## src/rtl/mpc_host_pkg.sv

```systemverilog
// Shared types and solver address map for the MPC host bus master.
// Op/status encodings match the command and response port fields.
package mpc_host_pkg;

  typedef enum logic [1:0] {
    OP_WRITE   = 2'b00,
    OP_READ    = 2'b01,
    OP_POLL    = 2'b10,
    OP_ILLEGAL = 2'b11
  } op_e;

  typedef enum logic [1:0] {
    ST_OK      = 2'b00,
    ST_TIMEOUT = 2'b01,
    ST_ILLEGAL = 2'b10
  } status_e;

  typedef enum logic [2:0] {
    IDLE,
    WR,
    RD,
    RD_WAIT,
    RSP
  } state_e;

  // Solver control block registers
  localparam logic [15:0] ADDR_CTRL       = 16'h0000;
  localparam logic [15:0] ADDR_START_DONE = 16'h0000;
  localparam logic [15:0] ADDR_ITER       = 16'h0004;
  localparam logic [15:0] ADDR_HORIZON    = 16'h0008;
  localparam logic [15:0] ADDR_CONVERGED  = 16'h000C;

  // Data regions sit on 4 KiB boundaries from 0x1000 up to 0x9000
  localparam int          NUM_REGIONS     = 9;
  localparam logic [15:0] REGION_STRIDE   = 16'h1000;

  function automatic logic [15:0] region_base(input int unsigned idx);
    return REGION_STRIDE * 16'(idx + 1);
  endfunction

endpackage

```

## src/rtl/mpc_host_master_if.sv

```systemverilog
// Command, response and solver-bus signals of the MPC host master.
// The master modport is the bridge itself; slave is the host/solver side.
interface mpc_host_master_if
  import mpc_host_pkg::*;
#(
  parameter int ADDR_WIDTH = 16,
  parameter int DATA_WIDTH = 32
);

  logic                  cmd_valid;
  logic                  cmd_ready;
  logic [1:0]            cmd_op;
  logic [ADDR_WIDTH-1:0] cmd_addr;
  logic [DATA_WIDTH-1:0] cmd_data;

  logic                  rsp_valid;
  logic                  rsp_ready;
  logic [DATA_WIDTH-1:0] rsp_data;
  status_e               rsp_status;

  logic [ADDR_WIDTH-1:0] avm_address;
  logic                  avm_chipselect;
  logic                  avm_read;
  logic                  avm_write;
  logic [DATA_WIDTH-1:0] avm_writedata;
  logic [DATA_WIDTH-1:0] avm_readdata;

  modport master (
    input  cmd_valid, cmd_op, cmd_addr, cmd_data, rsp_ready, avm_readdata,
    output cmd_ready, rsp_valid, rsp_data, rsp_status,
           avm_address, avm_chipselect, avm_read, avm_write, avm_writedata
  );

  modport slave (
    output cmd_valid, cmd_op, cmd_addr, cmd_data, rsp_ready, avm_readdata,
    input  cmd_ready, rsp_valid, rsp_data, rsp_status,
           avm_address, avm_chipselect, avm_read, avm_write, avm_writedata
  );

endinterface

```

## src/rtl/mpc_host_master.sv

```systemverilog
// Host command bridge onto the solver bus: single write, single read, and
// polled read that repeats until (data & mask) != 0 or the strobe budget runs out.
module mpc_host_master
  import mpc_host_pkg::*;
#(
  parameter int ADDR_WIDTH   = 16,
  parameter int DATA_WIDTH   = 32,
  parameter int READ_LATENCY = 1,
  parameter int POLL_TIMEOUT = 1024
) (
  input  logic               clk,
  input  logic               rst,
  mpc_host_master_if.master  bus,
  output logic               busy
);

  localparam int PCNT_W = $clog2(POLL_TIMEOUT + 1);
  localparam int WCNT_W = (READ_LATENCY > 1) ? $clog2(READ_LATENCY) : 1;
  localparam logic [PCNT_W-1:0] POLL_MAX  = PCNT_W'(POLL_TIMEOUT);
  localparam logic [WCNT_W-1:0] WAIT_LAST = WCNT_W'(READ_LATENCY - 1);

  state_e                state_reg, state_next;
  op_e                   op_reg;
  logic [ADDR_WIDTH-1:0] addr_reg;
  logic [DATA_WIDTH-1:0] data_reg;
  logic [PCNT_W-1:0]     poll_cnt_reg;
  logic [WCNT_W-1:0]     wait_cnt_reg;

  logic [ADDR_WIDTH-1:0] avm_address_reg;
  logic [DATA_WIDTH-1:0] avm_writedata_reg;
  logic                  avm_chipselect_reg, avm_read_reg, avm_write_reg;
  logic [DATA_WIDTH-1:0] rsp_data_reg;
  status_e               rsp_status_reg;

  logic accept, wait_done, poll_miss;

  assign accept    = (state_reg == IDLE) && bus.cmd_valid;
  assign wait_done = (state_reg == RD_WAIT) && (wait_cnt_reg == WAIT_LAST);
  assign poll_miss = (op_reg == OP_POLL) && ((bus.avm_readdata & data_reg) == '0);

  always_ff @(posedge clk or posedge rst) begin
    if (rst) state_reg <= IDLE;
    else     state_reg <= state_next;
  end

  always_comb begin
    state_next = state_reg;
    case (state_reg)
      IDLE: begin
        if (bus.cmd_valid) begin
          case (op_e'(bus.cmd_op))
            OP_WRITE:         state_next = WR;
            OP_READ, OP_POLL: state_next = RD;
            default:          state_next = RSP;
          endcase
        end
      end
      WR:      state_next = RSP;
      RD:      state_next = RD_WAIT;
      RD_WAIT: begin
        if (wait_done) begin
          if (poll_miss && (poll_cnt_reg != POLL_MAX)) state_next = RD;
          else                                         state_next = RSP;
        end
      end
      RSP:     if (bus.rsp_ready) state_next = IDLE;
      default: state_next = IDLE;
    endcase
  end

  // Strobes are computed from the next state so they are registered yet
  // line up exactly with the WR/RD cycles.
  always_ff @(posedge clk or posedge rst) begin
    if (rst) begin
      op_reg             <= OP_WRITE;
      addr_reg           <= '0;
      data_reg           <= '0;
      poll_cnt_reg       <= '0;
      wait_cnt_reg       <= '0;
      avm_address_reg    <= '0;
      avm_writedata_reg  <= '0;
      avm_chipselect_reg <= 1'b0;
      avm_read_reg       <= 1'b0;
      avm_write_reg      <= 1'b0;
      rsp_data_reg       <= '0;
      rsp_status_reg     <= ST_OK;
    end else begin
      avm_chipselect_reg <= (state_next == WR) || (state_next == RD);
      avm_read_reg       <= (state_next == RD);
      avm_write_reg      <= (state_next == WR);

      if (state_next == WR || state_next == RD)
        avm_address_reg <= accept ? bus.cmd_addr : addr_reg;
      if (state_next == WR)
        avm_writedata_reg <= accept ? bus.cmd_data : data_reg;

      if (accept) begin
        op_reg       <= op_e'(bus.cmd_op);
        addr_reg     <= bus.cmd_addr;
        data_reg     <= bus.cmd_data;
        poll_cnt_reg <= '0;
        if (op_e'(bus.cmd_op) == OP_ILLEGAL) begin
          rsp_data_reg   <= '0;
          rsp_status_reg <= ST_ILLEGAL;
        end
      end

      if (state_reg == RD) poll_cnt_reg <= poll_cnt_reg + 1'b1;

      if (state_reg == RD_WAIT && !wait_done) wait_cnt_reg <= wait_cnt_reg + 1'b1;
      else                                    wait_cnt_reg <= '0;

      if (state_reg == WR) begin
        rsp_data_reg   <= '0;
        rsp_status_reg <= ST_OK;
      end

      // A hit or a plain read reports OK; only an exhausted poll reports timeout
      if (wait_done) begin
        rsp_data_reg   <= bus.avm_readdata;
        rsp_status_reg <= poll_miss ? ST_TIMEOUT : ST_OK;
      end
    end
  end

  assign bus.cmd_ready      = (state_reg == IDLE);
  assign bus.rsp_valid      = (state_reg == RSP);
  assign bus.rsp_data       = rsp_data_reg;
  assign bus.rsp_status     = rsp_status_reg;
  assign bus.avm_address    = avm_address_reg;
  assign bus.avm_chipselect = avm_chipselect_reg;
  assign bus.avm_read       = avm_read_reg;
  assign bus.avm_write      = avm_write_reg;
  assign bus.avm_writedata  = avm_writedata_reg;
  assign busy               = (state_reg != IDLE);

endmodule
```

## src/flat_wrapper.sv

```systemverilog
// flat-port wrapper written by rule: the top's interface ports become plain ports
module mpc_host_master_flat import mpc_host_pkg::*;
#(
  parameter int ADDR_WIDTH   = 16,
  parameter int DATA_WIDTH   = 32,
  parameter int READ_LATENCY = 1,
  parameter int POLL_TIMEOUT = 1024
)
  (clk, rst, busy, bus_cmd_valid, bus_cmd_op, bus_cmd_addr, bus_cmd_data, bus_rsp_ready, bus_avm_readdata, bus_cmd_ready, bus_rsp_valid, bus_rsp_data, bus_rsp_status, bus_avm_address, bus_avm_chipselect, bus_avm_read, bus_avm_write, bus_avm_writedata);
  mpc_host_master_if #(.ADDR_WIDTH(ADDR_WIDTH), .DATA_WIDTH(DATA_WIDTH)) bus_i ();
  input  logic clk;
  input  logic rst;
  output logic busy;
  input wire logic [$bits(bus_i.cmd_valid)-1:0] bus_cmd_valid;
  input wire logic [$bits(bus_i.cmd_op)-1:0] bus_cmd_op;
  input wire logic [$bits(bus_i.cmd_addr)-1:0] bus_cmd_addr;
  input wire logic [$bits(bus_i.cmd_data)-1:0] bus_cmd_data;
  input wire logic [$bits(bus_i.rsp_ready)-1:0] bus_rsp_ready;
  input wire logic [$bits(bus_i.avm_readdata)-1:0] bus_avm_readdata;
  output wire logic [$bits(bus_i.cmd_ready)-1:0] bus_cmd_ready;
  output wire logic [$bits(bus_i.rsp_valid)-1:0] bus_rsp_valid;
  output wire logic [$bits(bus_i.rsp_data)-1:0] bus_rsp_data;
  output wire logic [$bits(bus_i.rsp_status)-1:0] bus_rsp_status;
  output wire logic [$bits(bus_i.avm_address)-1:0] bus_avm_address;
  output wire logic [$bits(bus_i.avm_chipselect)-1:0] bus_avm_chipselect;
  output wire logic [$bits(bus_i.avm_read)-1:0] bus_avm_read;
  output wire logic [$bits(bus_i.avm_write)-1:0] bus_avm_write;
  output wire logic [$bits(bus_i.avm_writedata)-1:0] bus_avm_writedata;
  assign bus_i.cmd_valid = bus_cmd_valid;
  assign bus_i.cmd_op = bus_cmd_op;
  assign bus_i.cmd_addr = bus_cmd_addr;
  assign bus_i.cmd_data = bus_cmd_data;
  assign bus_i.rsp_ready = bus_rsp_ready;
  assign bus_i.avm_readdata = bus_avm_readdata;
  assign bus_cmd_ready = bus_i.cmd_ready;
  assign bus_rsp_valid = bus_i.rsp_valid;
  assign bus_rsp_data = bus_i.rsp_data;
  assign bus_rsp_status = bus_i.rsp_status;
  assign bus_avm_address = bus_i.avm_address;
  assign bus_avm_chipselect = bus_i.avm_chipselect;
  assign bus_avm_read = bus_i.avm_read;
  assign bus_avm_write = bus_i.avm_write;
  assign bus_avm_writedata = bus_i.avm_writedata;
  mpc_host_master #(.ADDR_WIDTH(ADDR_WIDTH), .DATA_WIDTH(DATA_WIDTH), .READ_LATENCY(READ_LATENCY), .POLL_TIMEOUT(POLL_TIMEOUT)) u_core (.clk(clk), .rst(rst), .bus(bus_i), .busy(busy));
endmodule
```

## config.mk

```make
export PLATFORM = sky130hd
export DESIGN_NAME = mpc_host_master_flat
export DESIGN_NICKNAME = d
export VERILOG_FILES = /design/src/rtl/mpc_host_pkg.sv /design/src/rtl/mpc_host_master_if.sv /design/src/rtl/mpc_host_master.sv /design/src/flat_wrapper.sv
export SDC_FILE = /design/constraint.sdc
export NUM_CORES = 1
export LEC_CHECK = 0
export BUFFER_PORTS_ARGS = -buffer_cell sky130_fd_sc_hd__clkbuf_2
export CAP_MARGIN = 10
export CORE_MARGIN = 2
export CORE_UTILIZATION = 45
export DETAILED_ROUTE_END_ITERATION = 7
export GPL_ROUTABILITY_DRIVEN = 0
export PLACE_DENSITY = 0.81
export SYNTH_ARGS = -nofsm -noshare
export SYNTH_HDL_FRONTEND = slang
export SYNTH_SLANG_ARGS = --single-unit
```

## constraint.sdc

```tcl
create_clock -name clk -period 4.1 [get_ports clk]
set_clock_uncertainty 0.2 [all_clocks]
set_input_delay 0.205 -clock clk [delete_from_list [all_inputs] [get_ports clk]]
set_output_delay 0.205 -clock clk [all_outputs]
set_load 0.05 [all_outputs]
```

==> metrics.txt <==
# TYPE chip_impl_metric gauge
chip_impl_metric{name="cap_viol_max_count",unit=""} 0
chip_impl_metric{name="num_io_pins",unit=""} 174
chip_impl_metric{name="detailed_place_hpwl",unit="µm"} 11400
chip_impl_metric{name="power_leakage",unit="µW"} 0.00435
chip_impl_metric{name="post_synth.cell_area_avg",unit="µm²"} 12.0
chip_impl_metric{name="wl_per_cell",unit="µm"} 19.2
chip_impl_metric{name="critPathMaxFanout",unit=""} 16
chip_impl_metric{name="overflow",unit=""} 0
chip_impl_metric{name="die_area",unit="µm²"} 14900
chip_impl_metric{name="worst_ep_arrival_time",unit="ns"} 2.96
chip_impl_metric{name="worst-endpoint-required",unit="ns"} 4.20
chip_impl_metric{name="first_pass_iters",unit=""} 5
chip_impl_metric{name="h_tree_lvl_count",unit=""} 4
chip_impl_metric{name="drt_wl_total",unit="µm"} 18700
chip_impl_metric{name="grt_pass1_wl",unit="µm"} 28900
chip_impl_info{name="critical_path.endpoint_type",value="flip-flop"} 1
chip_impl_metric{name="syn2layout_area_growth",unit="%"} 40.2
chip_impl_metric{name="pwr_density_cell",unit="nW/µm²"} 931
chip_impl_metric{name="grt_max_degree",unit=""} 151
chip_impl_metric{name="vdd_ir_drop_max",unit="mV"} 0.681
chip_impl_info{name="reg2reg_from",value="u_core.data_reg[9]"} 1
chip_impl_info{name="synth-main-ff-cell",value="sky130_fd_sc_hd__dfrtp_1"} 1
chip_impl_metric{name="post_dp_cell_area",unit="µm²"} 7310
chip_impl_metric{name="finalSetupViolCount",unit=""} 0
chip_impl_metric{name="antenna_violating_nets_post_route",unit=""} 0
chip_impl_info{name="tritoncts",value="yes"} 1
chip_impl_metric{name="final_count_of_pins_violating_max_slew",unit=""} 0
chip_impl_metric{name="syn_area",unit="µm²"} 6250
chip_impl_metric{name="worst_setup_hold_path_clk_slew",unit="ns"} 0.06
chip_impl_metric{name="numCtsBuffers",unit=""} 17
chip_impl_metric{name="port_buffers",unit=""} 173
chip_impl_info{name="worst_r2r_endpoint",value="u_core.bus.avm_address[3]"} 1
chip_impl_info{name="outcome",value="finished, final reports clean"} 1
chip_impl_info{name="grt_setup_unrepaired",value="false"} 1
chip_impl_metric{name="slew_headroom",unit="%"} 38.6
chip_impl_metric{name="drive_above_1_share",unit="%"} 34.6
chip_impl_metric{name="timing_worst_slew_pin_value",unit="ns"} 0.919
chip_impl_metric{name="yosysWarnings",unit=""} 0
chip_impl_metric{name="postSynth.asyncResetShare",unit="%"} 100
chip_impl_metric{name="die_height",unit="µm"} 122
chip_impl_metric{name="netlist_instances",unit=""} 523
chip_impl_metric{name="finalCritPeriodShare",unit="%"} 69.6
chip_impl_metric{name="timing.fmax",unit="MHz"} 351
chip_impl_info{name="timing_worst_setup_path_type",value="in -> reg"} 1
chip_impl_metric{name="hold-worst-slack",unit="ns"} 0.0370
chip_impl_info{name="clock_tree_root",value="sky130_fd_sc_hd__clkbuf_16"} 1
chip_impl_metric{name="clkLatencyLatePin",unit="ns"} 0.43
chip_impl_info{name="layout.cells.most_common_list",value="sky130_fd_sc_hd__clkbuf_2 (173), sky130_fd_sc_hd__dfrtp_1 (150), sky130_fd_sc_hd__nand2_1 (112), sky130_fd_sc_hd__dlygate4sd3_1 (83), sky130_fd_sc_hd__mux2_2 (46)"} 1
chip_impl_metric{name="clock_tree.buffer_depth",unit=""} 2
chip_impl_info{name="timing.hold.worst.class",value="in -> reg"} 1
chip_impl_metric{name="worst-r2r-cell-count",unit=""} 4
chip_impl_metric{name="synth_edf_count",unit=""} 0
chip_impl_metric{name="post_cts_setup_buffer_count",unit=""} 0
chip_impl_info{name="holdCritStartpoint",value="bus_cmd_valid"} 1
chip_impl_metric{name="synth_cell_types",unit=""} 46
chip_impl_metric{name="start_util",unit="%"} 45.6
chip_impl_metric{name="cts_resized",unit=""} 0
chip_impl_metric{name="drcViolationCount",unit=""} 0
chip_impl_metric{name="num-nets-final",unit=""} 872
chip_impl_metric{name="seq_area_frac_synth",unit="%"} 60.0
chip_impl_metric{name="tns",unit="ns"} 0
chip_impl_metric{name="grt.total_usage",unit="%"} 25.8
chip_impl_metric{name="vias_in_the_first_global_route",unit=""} 5581
chip_impl_metric{name="num_vias",unit=""} 5392
chip_impl_metric{name="drt_iter0_markers",unit=""} 613
chip_impl_metric{name="placementRows",unit=""} 43
chip_impl_metric{name="finalHoldViolCount",unit=""} 0
chip_impl_metric{name="clock_sink_count",unit=""} 150
chip_impl_metric{name="antenna_found_initial",unit=""} 1
chip_impl_metric{name="post-route-min-period",unit="ns"} 2.85
chip_impl_info{name="hold_end",value="u_core.state_reg[0]"} 1
chip_impl_metric{name="synth_seq_cells",unit=""} 150
chip_impl_metric{name="post_cts_hold_buffer_count",unit=""} 83
chip_impl_metric{name="worst-r2r-setup-slack",unit="ns"} 1.33
chip_impl_info{name="crit_path_start_kind",value="input pin"} 1
chip_impl_metric{name="die_x",unit="µm"} 122
chip_impl_info{name="commonest_non_fill_non_tap_cell_in_the_layout",value="sky130_fd_sc_hd__clkbuf_2"} 1
chip_impl_metric{name="avgViaCountPerCell",unit=""} 5.53
chip_impl_metric{name="synth.net_count",unit=""} 614
chip_impl_metric{name="min_delay_path_depth",unit=""} 3
chip_impl_metric{name="fillCellCount",unit=""} 1023
chip_impl_metric{name="finish.instance_area",unit="µm²"} 8770
chip_impl_metric{name="core-area",unit="µm²"} 13700
==> stage by stage <==
stage / util, % / std cells / power, µW / setup WS (ns)
detailed placement: 53.3 / 856 / 6430 / 1.23
floorplan: - / 523 / 5430 / 1.42
CTS: 63.6 / 971 / 8060 / 1.18
finish: 63.9 / 975 / 8160 / 1.25
global placement: 53.3 / 856 / 6270 / 1.36
global route: 63.9 / 975 / 8560 / 1.15
==> synth_stat cells (3+ instances only) <==
cell type	n	area (µm²)
sky130_fd_sc_hd__dfrtp_1	150	3750
sky130_fd_sc_hd__nand2_1	112	420
sky130_fd_sc_hd__mux2_2	46	518
sky130_fd_sc_hd__a22o_1	36	315
sky130_fd_sc_hd__nor2_1	23	86.3
sky130_fd_sc_hd__clkbuf_1	17	63.8
sky130_fd_sc_hd__a2bb2oi_1	16	140
sky130_fd_sc_hd__o221a_1	16	180
sky130_fd_sc_hd__o21ai_0	14	70.1
sky130_fd_sc_hd__buf_2	9	45.0
sky130_fd_sc_hd__a22oi_1	8	60.1
sky130_fd_sc_hd__inv_1	7	26.3
sky130_fd_sc_hd__nand3_1	7	35.0
sky130_fd_sc_hd__a21oi_1	5	25.0
sky130_fd_sc_hd__ha_1	5	62.6
sky130_fd_sc_hd__a221oi_1	3	26.3
sky130_fd_sc_hd__mux2i_1	3	30.0
sky130_fd_sc_hd__nand2b_1	3	18.8
sky130_fd_sc_hd__or3_1	3	18.8
sky130_fd_sc_hd__or4b_2	3	30.0
==> kinds of logic after synthesis <==
| group | after synthesis | synth area share, % |
|---|---|---|
| and+or+nand+nor | 173 | 12.7 |
| DFF | 150 | 60.0 |
| AOI/OAI and AO/OA | 107 | 14.4 |
| muxes | 51 | 9.13 |
| buffers and inverters | 35 | 2.46 |
| adders and majority gates | 5 | 1.00 |
| other | 1 | 0.0600 |
| xor gates and xnor gates | 1 | 0.140 |
==> power breakdown <==
group / switching (µW) / total [µW] / internal, µW
Combinational: 2700 / 4000 / 1300
Clock: 678 / 1550 / 872
Sequential: 468 / 2610 / 2140
==> cell type report <==
| type | instances | area [µm²] | area share, % |
|---|---|---|---|
| Antenna cell | 1 | 2.50 | 0.0285 |
| Tap cell | 180 | 225 | 2.57 |
| Clock buffer | 19 | 443 | 5.05 |
| Timing Repair Buffer | 267 | 1810 | 20.7 |
| Inverter | 7 | 30.0 | 0.343 |
| Clock inverter | 13 | 138 | 1.57 |
| Sequential cell | 150 | 3750 | 42.8 |
| Multi-Input combinational cell | 338 | 2360 | 27.0 |
==> worst max-delay path: stages <==
cell                            delay (ns)
sky130_fd_sc_hd__dlygate4sd3_1        0.55
sky130_fd_sc_hd__clkbuf_2             0.14
sky130_fd_sc_hd__inv_1                0.07
sky130_fd_sc_hd__ha_1                 0.30
sky130_fd_sc_hd__nand4bb_1            0.13
sky130_fd_sc_hd__o21ai_2              0.15
sky130_fd_sc_hd__nand2b_1             0.17
sky130_fd_sc_hd__or4_1                0.84
sky130_fd_sc_hd__o221a_1              0.38
==> how the worst max path moves through the flow <==
stage / start / endpoint / slack, ns / cells after the start
floorplan: u_core.state_reg[2] / u_core.bus.avm_writedata[2] / 1.42 / 8
global placement: u_core.state_reg[2] / u_core.bus.avm_address[1] / 1.36 / 5
detailed placement: u_core.poll_cnt_reg[0] / u_core.bus.avm_address[8] / 1.23 / 7
CTS: bus_avm_readdata[25] / u_core.bus.avm_address[3] / 1.18 / 7
global route: bus_cmd_op[0] / u_core.bus.avm_address[8] / 1.15 / 9
finish: bus_cmd_op[0] / u_core.bus.avm_address[3] / 1.25 / 9
==> layer usage <==
metal / vias up / share of wire (%) / track usage (%)
met2: 285 / 49 / 41.2
met1: 2638 / 39 / 32.1
met3: 69 / 6.9 / 5.48
met4: 0 / 4.8 / 16.0
met5: - / 0 / 0
li1: 2400 / - / -
No activity file was read; power rests on OpenSTA's default activity.
